`config.mk`:
```
export PLATFORM = sky130hd
export DESIGN_NAME = spi_arb
export DESIGN_NICKNAME = d
export VERILOG_FILES = /design/src/rtl/spi_arb.sv
export SDC_FILE = /design/constraint.sdc
export NUM_CORES = 1
export LEC_CHECK = 0
export ABC_AREA = 1
export ABC_CLOCK_PERIOD_IN_PS = 3150
export CORE_ASPECT_RATIO = 1.1
export CORE_MARGIN = 10
export CORE_UTILIZATION = 50
export DETAILED_ROUTE_END_ITERATION = 10
export PLACE_DENSITY = 0.91
export SYNTH_ARGS = -nofsm -noshare
export SYNTH_HDL_FRONTEND = slang
export SYNTH_SLANG_ARGS = --single-unit
export TNS_END_PERCENT = 100
```
`constraint.sdc`:
```
create_clock -name clk -period 3.15 [get_ports clk]
set_input_delay 0.63 -clock clk [delete_from_list [all_inputs] [get_ports clk]]
set_output_delay 0.63 -clock clk [all_outputs]
set_load 0.03 [all_outputs]
```
`src/rtl/spi_arb.sv`:
```
// Round-robin arbiter sharing one SPI master between the A2D (client 0) and inertial
// sensor (client 1) interfaces, with per-client grant lock and lock timeout.
module spi_arb #(
    parameter int unsigned LOCK_TO = 4096
) (
    input  logic        clk,
    input  logic        rst_n,
    input  logic        req0,
    input  logic [15:0] wt_data0,
    input  logic        lock0,
    output logic        done0,
    output logic [15:0] rd_data0,
    input  logic        req1,
    input  logic [15:0] wt_data1,
    input  logic        lock1,
    output logic        done1,
    output logic [15:0] rd_data1,
    output logic        m_wrt,
    output logic [15:0] m_wt_data,
    input  logic        m_done,
    input  logic [15:0] m_rd_data,
    input  logic        m_SS_n,
    output logic        SS0_n,
    output logic        SS1_n,
    output logic [1:0]  gnt,
    output logic        lock_err
);

    localparam int unsigned CntW = (LOCK_TO > 1) ? $clog2(LOCK_TO) : 1;
    localparam logic [CntW-1:0] CntMax = CntW'(LOCK_TO - 1);

    typedef enum logic [1:0] {StIdle, StXfer, StHold} state_e;

    state_e          state_q, state_d;
    logic            pend0_q, pend0_d, pend1_q, pend1_d;
    logic [15:0]     buf0_q, buf0_d, buf1_q, buf1_d;
    logic            ptr_q, ptr_d;
    logic [1:0]      gnt_q, gnt_d;
    logic            wrt_q, wrt_d;
    logic [15:0]     wdat_q, wdat_d;
    logic            done0_q, done0_d, done1_q, done1_d;
    logic [15:0]     rd0_q, rd0_d, rd1_q, rd1_d;
    logic            lerr_q, lerr_d;
    logic [CntW-1:0] cnt_q, cnt_d;
    logic            owner;
    logic            sel;

    // Owner index is only meaningful while gnt_q is non-zero (XFER/HOLD).
    assign owner = gnt_q[1];

    always_comb begin
        state_d = state_q;
        pend0_d = pend0_q;
        pend1_d = pend1_q;
        buf0_d  = buf0_q;
        buf1_d  = buf1_q;
        ptr_d   = ptr_q;
        gnt_d   = gnt_q;
        wrt_d   = 1'b0;
        wdat_d  = wdat_q;
        done0_d = 1'b0;
        done1_d = 1'b0;
        rd0_d   = rd0_q;
        rd1_d   = rd1_q;
        lerr_d  = 1'b0;
        cnt_d   = cnt_q;
        sel     = 1'b0;

        if (req0 && !pend0_q) begin
            pend0_d = 1'b1;
            buf0_d  = wt_data0;
        end
        if (req1 && !pend1_q) begin
            pend1_d = 1'b1;
            buf1_d  = wt_data1;
        end

        unique case (state_q)
            StIdle: begin
                if (pend0_q || pend1_q) begin
                    // ptr_q only decides under contention.
                    sel     = (pend0_q && pend1_q) ? ptr_q : pend1_q;
                    gnt_d   = sel ? 2'b10 : 2'b01;
                    wrt_d   = 1'b1;
                    wdat_d  = sel ? buf1_q : buf0_q;
                    if (sel) pend1_d = 1'b0;
                    else     pend0_d = 1'b0;
                    state_d = StXfer;
                end
            end
            StXfer: begin
                if (m_done) begin
                    if (owner) begin
                        rd1_d   = m_rd_data;
                        done1_d = 1'b1;
                    end else begin
                        rd0_d   = m_rd_data;
                        done0_d = 1'b1;
                    end
                    if (owner ? lock1 : lock0) begin
                        state_d = StHold;
                        cnt_d   = '0;
                    end else begin
                        state_d = StIdle;
                        gnt_d   = 2'b00;
                        ptr_d   = ~owner;
                    end
                end
            end
            StHold: begin
                if (owner ? pend1_q : pend0_q) begin
                    wrt_d   = 1'b1;
                    wdat_d  = owner ? buf1_q : buf0_q;
                    if (owner) pend1_d = 1'b0;
                    else       pend0_d = 1'b0;
                    state_d = StXfer;
                end else if (!(owner ? lock1 : lock0)) begin
                    state_d = StIdle;
                    gnt_d   = 2'b00;
                    ptr_d   = ~owner;
                end else if (cnt_q == CntMax) begin
                    state_d = StIdle;
                    gnt_d   = 2'b00;
                    ptr_d   = ~owner;
                    lerr_d  = 1'b1;
                end else begin
                    cnt_d = cnt_q + 1'b1;
                end
            end
            default: begin
                state_d = StIdle;
                gnt_d   = 2'b00;
            end
        endcase
    end

    always_ff @(posedge clk or negedge rst_n) begin
        if (!rst_n) begin
            state_q <= StIdle;
            pend0_q <= 1'b0;
            pend1_q <= 1'b0;
            buf0_q  <= '0;
            buf1_q  <= '0;
            ptr_q   <= 1'b0;
            gnt_q   <= 2'b00;
            wrt_q   <= 1'b0;
            wdat_q  <= '0;
            done0_q <= 1'b0;
            done1_q <= 1'b0;
            rd0_q   <= '0;
            rd1_q   <= '0;
            lerr_q  <= 1'b0;
            cnt_q   <= '0;
        end else begin
            state_q <= state_d;
            pend0_q <= pend0_d;
            pend1_q <= pend1_d;
            buf0_q  <= buf0_d;
            buf1_q  <= buf1_d;
            ptr_q   <= ptr_d;
            gnt_q   <= gnt_d;
            wrt_q   <= wrt_d;
            wdat_q  <= wdat_d;
            done0_q <= done0_d;
            done1_q <= done1_d;
            rd0_q   <= rd0_d;
            rd1_q   <= rd1_d;
            lerr_q  <= lerr_d;
            cnt_q   <= cnt_d;
        end
    end

    assign gnt       = gnt_q;
    assign m_wrt     = wrt_q;
    assign m_wt_data = wdat_q;
    assign done0     = done0_q;
    assign done1     = done1_q;
    assign rd_data0  = rd0_q;
    assign rd_data1  = rd1_q;
    assign lock_err  = lerr_q;
    assign SS0_n     = gnt_q[0] ? m_SS_n : 1'b1;
    assign SS1_n     = gnt_q[1] ? m_SS_n : 1'b1;

endmodule

```
==> results_dict.tcl <==
set metrics [dict create \
    hold_viol 0 \
    synth_top_area_share_pct 53.2 \
    vdd.ir_drop.worst_mv 0.523 \
    drt_iter0_markers 233 \
    rsz0062_at_grt "false" \
    drcViolationCount 0 \
    antenna_found_initial 0 \
    grt_pass1_vias 4278 \
    coreArea_um2 9400 \
    endpoint_kind "output pin" \
    cts_tree "done" \
    nNetsFinal 730 \
    syn_nets 632 \
    worst_pin_slew_ns 0.887 \
    synth_top_area_cell "dfrtp_1" \
    worst_ep_required_time_ns 2.52 \
    cts-resized-gates 0 \
    grt-busiest-layer "met2" \
    synthTopCellsByArea "dfrtp_1, nand2_1, nor2_1" \
    setup_viol 0 \
    ys_types 34 \
    clock_latency_ns 0.36 \
    p_clk_share_pct 14.3 \
    cpMostUsedCell "clkdlybuf4s50_1" \
    cts.htree.levels 3 \
    io_pins 112 \
    final_common_cell "clkdlybuf4s50_1" \
    num_vias 4208 \
    drtPass1Iterations 5 \
    syn_inst 575 \
    rows 37 \
    criticalPathCategory "in -> out" \
    dpl.hpwl_um 8930 \
    use_met1_pct 20.1 \
    slowest_delay_ns 0.67 \
    viasPerCell 5.29 \
    port_buffers 111 \
    die_h_um 123 \
    yosysSeqAreaShare_pct 53.2 \
    fin_crit_ns 2.48 \
    cp_max_fo 2 \
    period_share_pct 78.8 \
    hp-class "in -> async" \
    slew_headroom_pct 40.8 \
    clk_pin_slew_ns 0.10 \
    mostFrequentLayoutCells "clkdlybuf4s50_1, nand2_1, dfrtp_1, nor2_1, inv_1" \
    cap_violations 0 \
    grt_max_degree 58 \
    routed_wl_um 12400 \
    clock_sinks 103 \
    p_sw_mw 2.79 \
    cts_hold_buf 0 \
    crit_path_cell_trace "clkdlybuf4s50_1 > inv_1 > nand2_1 > clkdlybuf4s50_1" \
    p_sw_share_pct 45.2 \
    cts_buffer_depth 2 \
    syn_area_per_cell_um2 8.43 \
    cts_buffers 9 \
    whs_ns 0.260 \
    fmax_ghz 0.403 \
    diodes 0 \
    grt_use_met3_pct 4.84 \
    start_util_pct 51.6 \
    yosys_warnings 0 \
    tns_ns 0 \
    skew_ns 0.0105 \
    crit_arrival_ns 1.85 \
    p_int_mw 3.38 \
    drive_above_1_share_pct 9.29 \
    grt_pass1_wl_um 20500 \
    powerDensity_nw_per_um2 996 \
    outcome "complete, no violations" \
    seq_power_share_pct 35.2 \
    cts_setup_buffers 0 \
    wire_per_inst_um 15.6 \
    syn_area_um2 4850 \
    worst_path_max_delay_cell "clkdlybuf4s50_1" \
    grt.total_usage_pct 17.6 \
    die_x_um 114 \
    synth-seq-cells 103 \
    area_growth_pct 28.0 \
    setup.worst_path.start_class "input port" \
    gr-usage-met2_pct 31.6 \
    gp_congestion 0.877 \
    cts-root-buf "clkbuf_8" \
    p_leak_nw 2.89 \
    route.antenna.remaining_nets 0 \
    grt_overflow 0 \
    die_area_um2 14000 \
    power_frac_comb_pct 50.6 \
    slew_violations 0 \
]
cell families (layout without fill, tap and decap cells):
group / count (synthesis) / count (layout) / synth area share, %
DFF: 103 / 103 / 53.2
buffers and inverters: 98 / 201 / 8.80
AOI/OAI and AO/OA: 130 / 130 / 14.7
and+or+nand+nor: 240 / 240 / 22.5
adders and majority gates: 1 / 1 / 0.258
xor gates and xnor gates: 3 / 3 / 0.542
metrics by stage:
stage / instances / power (mW) / worst slack (ns) / utilization, % / instance area [um^2]
CTS: 795 / 6.20 / 0.658 / 66.0 / 6200
detailed placement: 779 / 5.32 / 0.660 / 63.7 / 5990
finish: 795 / 6.18 / 0.668 / 66.0 / 6200
floorplan: 575 / 4.24 / 1.63 / - / 4850
global placement: 779 / 5.15 / 0.668 / 63.7 / 5990
global route: 795 / 6.59 / 0.625 / 66.0 / 6200
metal layers:
metal / part of all wire [%] / wire, um
met3: 7.1 / 878
met4: 1.4 / 168
met1: 41 / 5040
met2: 51 / 6330
met5: 0 / 0
worst paths after layout:
path                                    startpoint                  endpoint  slack (ns)  cells after the start
max in group asynchronous                    rst_n   rd_data0[2]$_DFFE_PN0P_        2.16                      2
min                                          rst_n     buf0_q[2]$_DFFE_PN0P_        0.26                      1
max reg2reg                     gnt[1]$_DFFE_PN0P_  rd_data1[15]$_DFFE_PN0P_        1.28                      4
max                                         m_SS_n                     SS1_n        0.67                      4
min in group clk           rd_data0[2]$_DFFE_PN0P_   rd_data0[2]$_DFFE_PN0P_        0.49                      2
min reg2reg                rd_data0[2]$_DFFE_PN0P_   rd_data0[2]$_DFFE_PN0P_        0.49                      2
power groups by stage:
stage / registers, mW / clock network [mW] / logic (mW)
finish: 2.17 / 0.882 / 3.12
global route: 2.24 / 0.954 / 3.40
CTS: 2.17 / 0.898 / 3.14
detailed placement: 2.19 / 0 / 3.13
global placement: 2.16 / 0 / 2.99
floorplan: 2.73 / 0 / 1.51
flip-flops by register name, summed over array words and instances (netlist names):
name and count:
lock_err 1, m_wrt 1, cnt_q 12, pend0_q 1, state_q 2, ptr_q 1
m_wt_data 16, gnt 2, rd_data0 16, buf1_q 16, buf0_q 16, done0 1
rd_data1 16, pend1_q 1, done1 1
synth_stat cells, drive strengths merged:
cell type  count
clkinv         1
o22ai          1
xor2           3
a21o           1
clkbuf         7
o21ai         62
or2            1
buf           21
nand4          5
dfrtp        103
nor2          71
a31oi         16
nor4           1
nor3           2
o21bai         1
a21oi         49
nand2        123
inv           69
ha             1
nand3         37
worst max-delay path: cells and delay by family:
family	cells	cell delay (ns)
AND/OR/NAND/NOR	1	0.05
buffers and inverters	3	1.17
final cells by class:
type / instances / area [um^2]
multi-input combinational: 374 / 1840
fill: 745 / 3200
tap: 117 / 146
clock buffer: 11 / 151
clock inverter: 5 / 65.1
timing repair buffer: 115 / 1150
inverter: 70 / 268
sequential: 103 / 2580
Power figures use the tool's default switching activity.
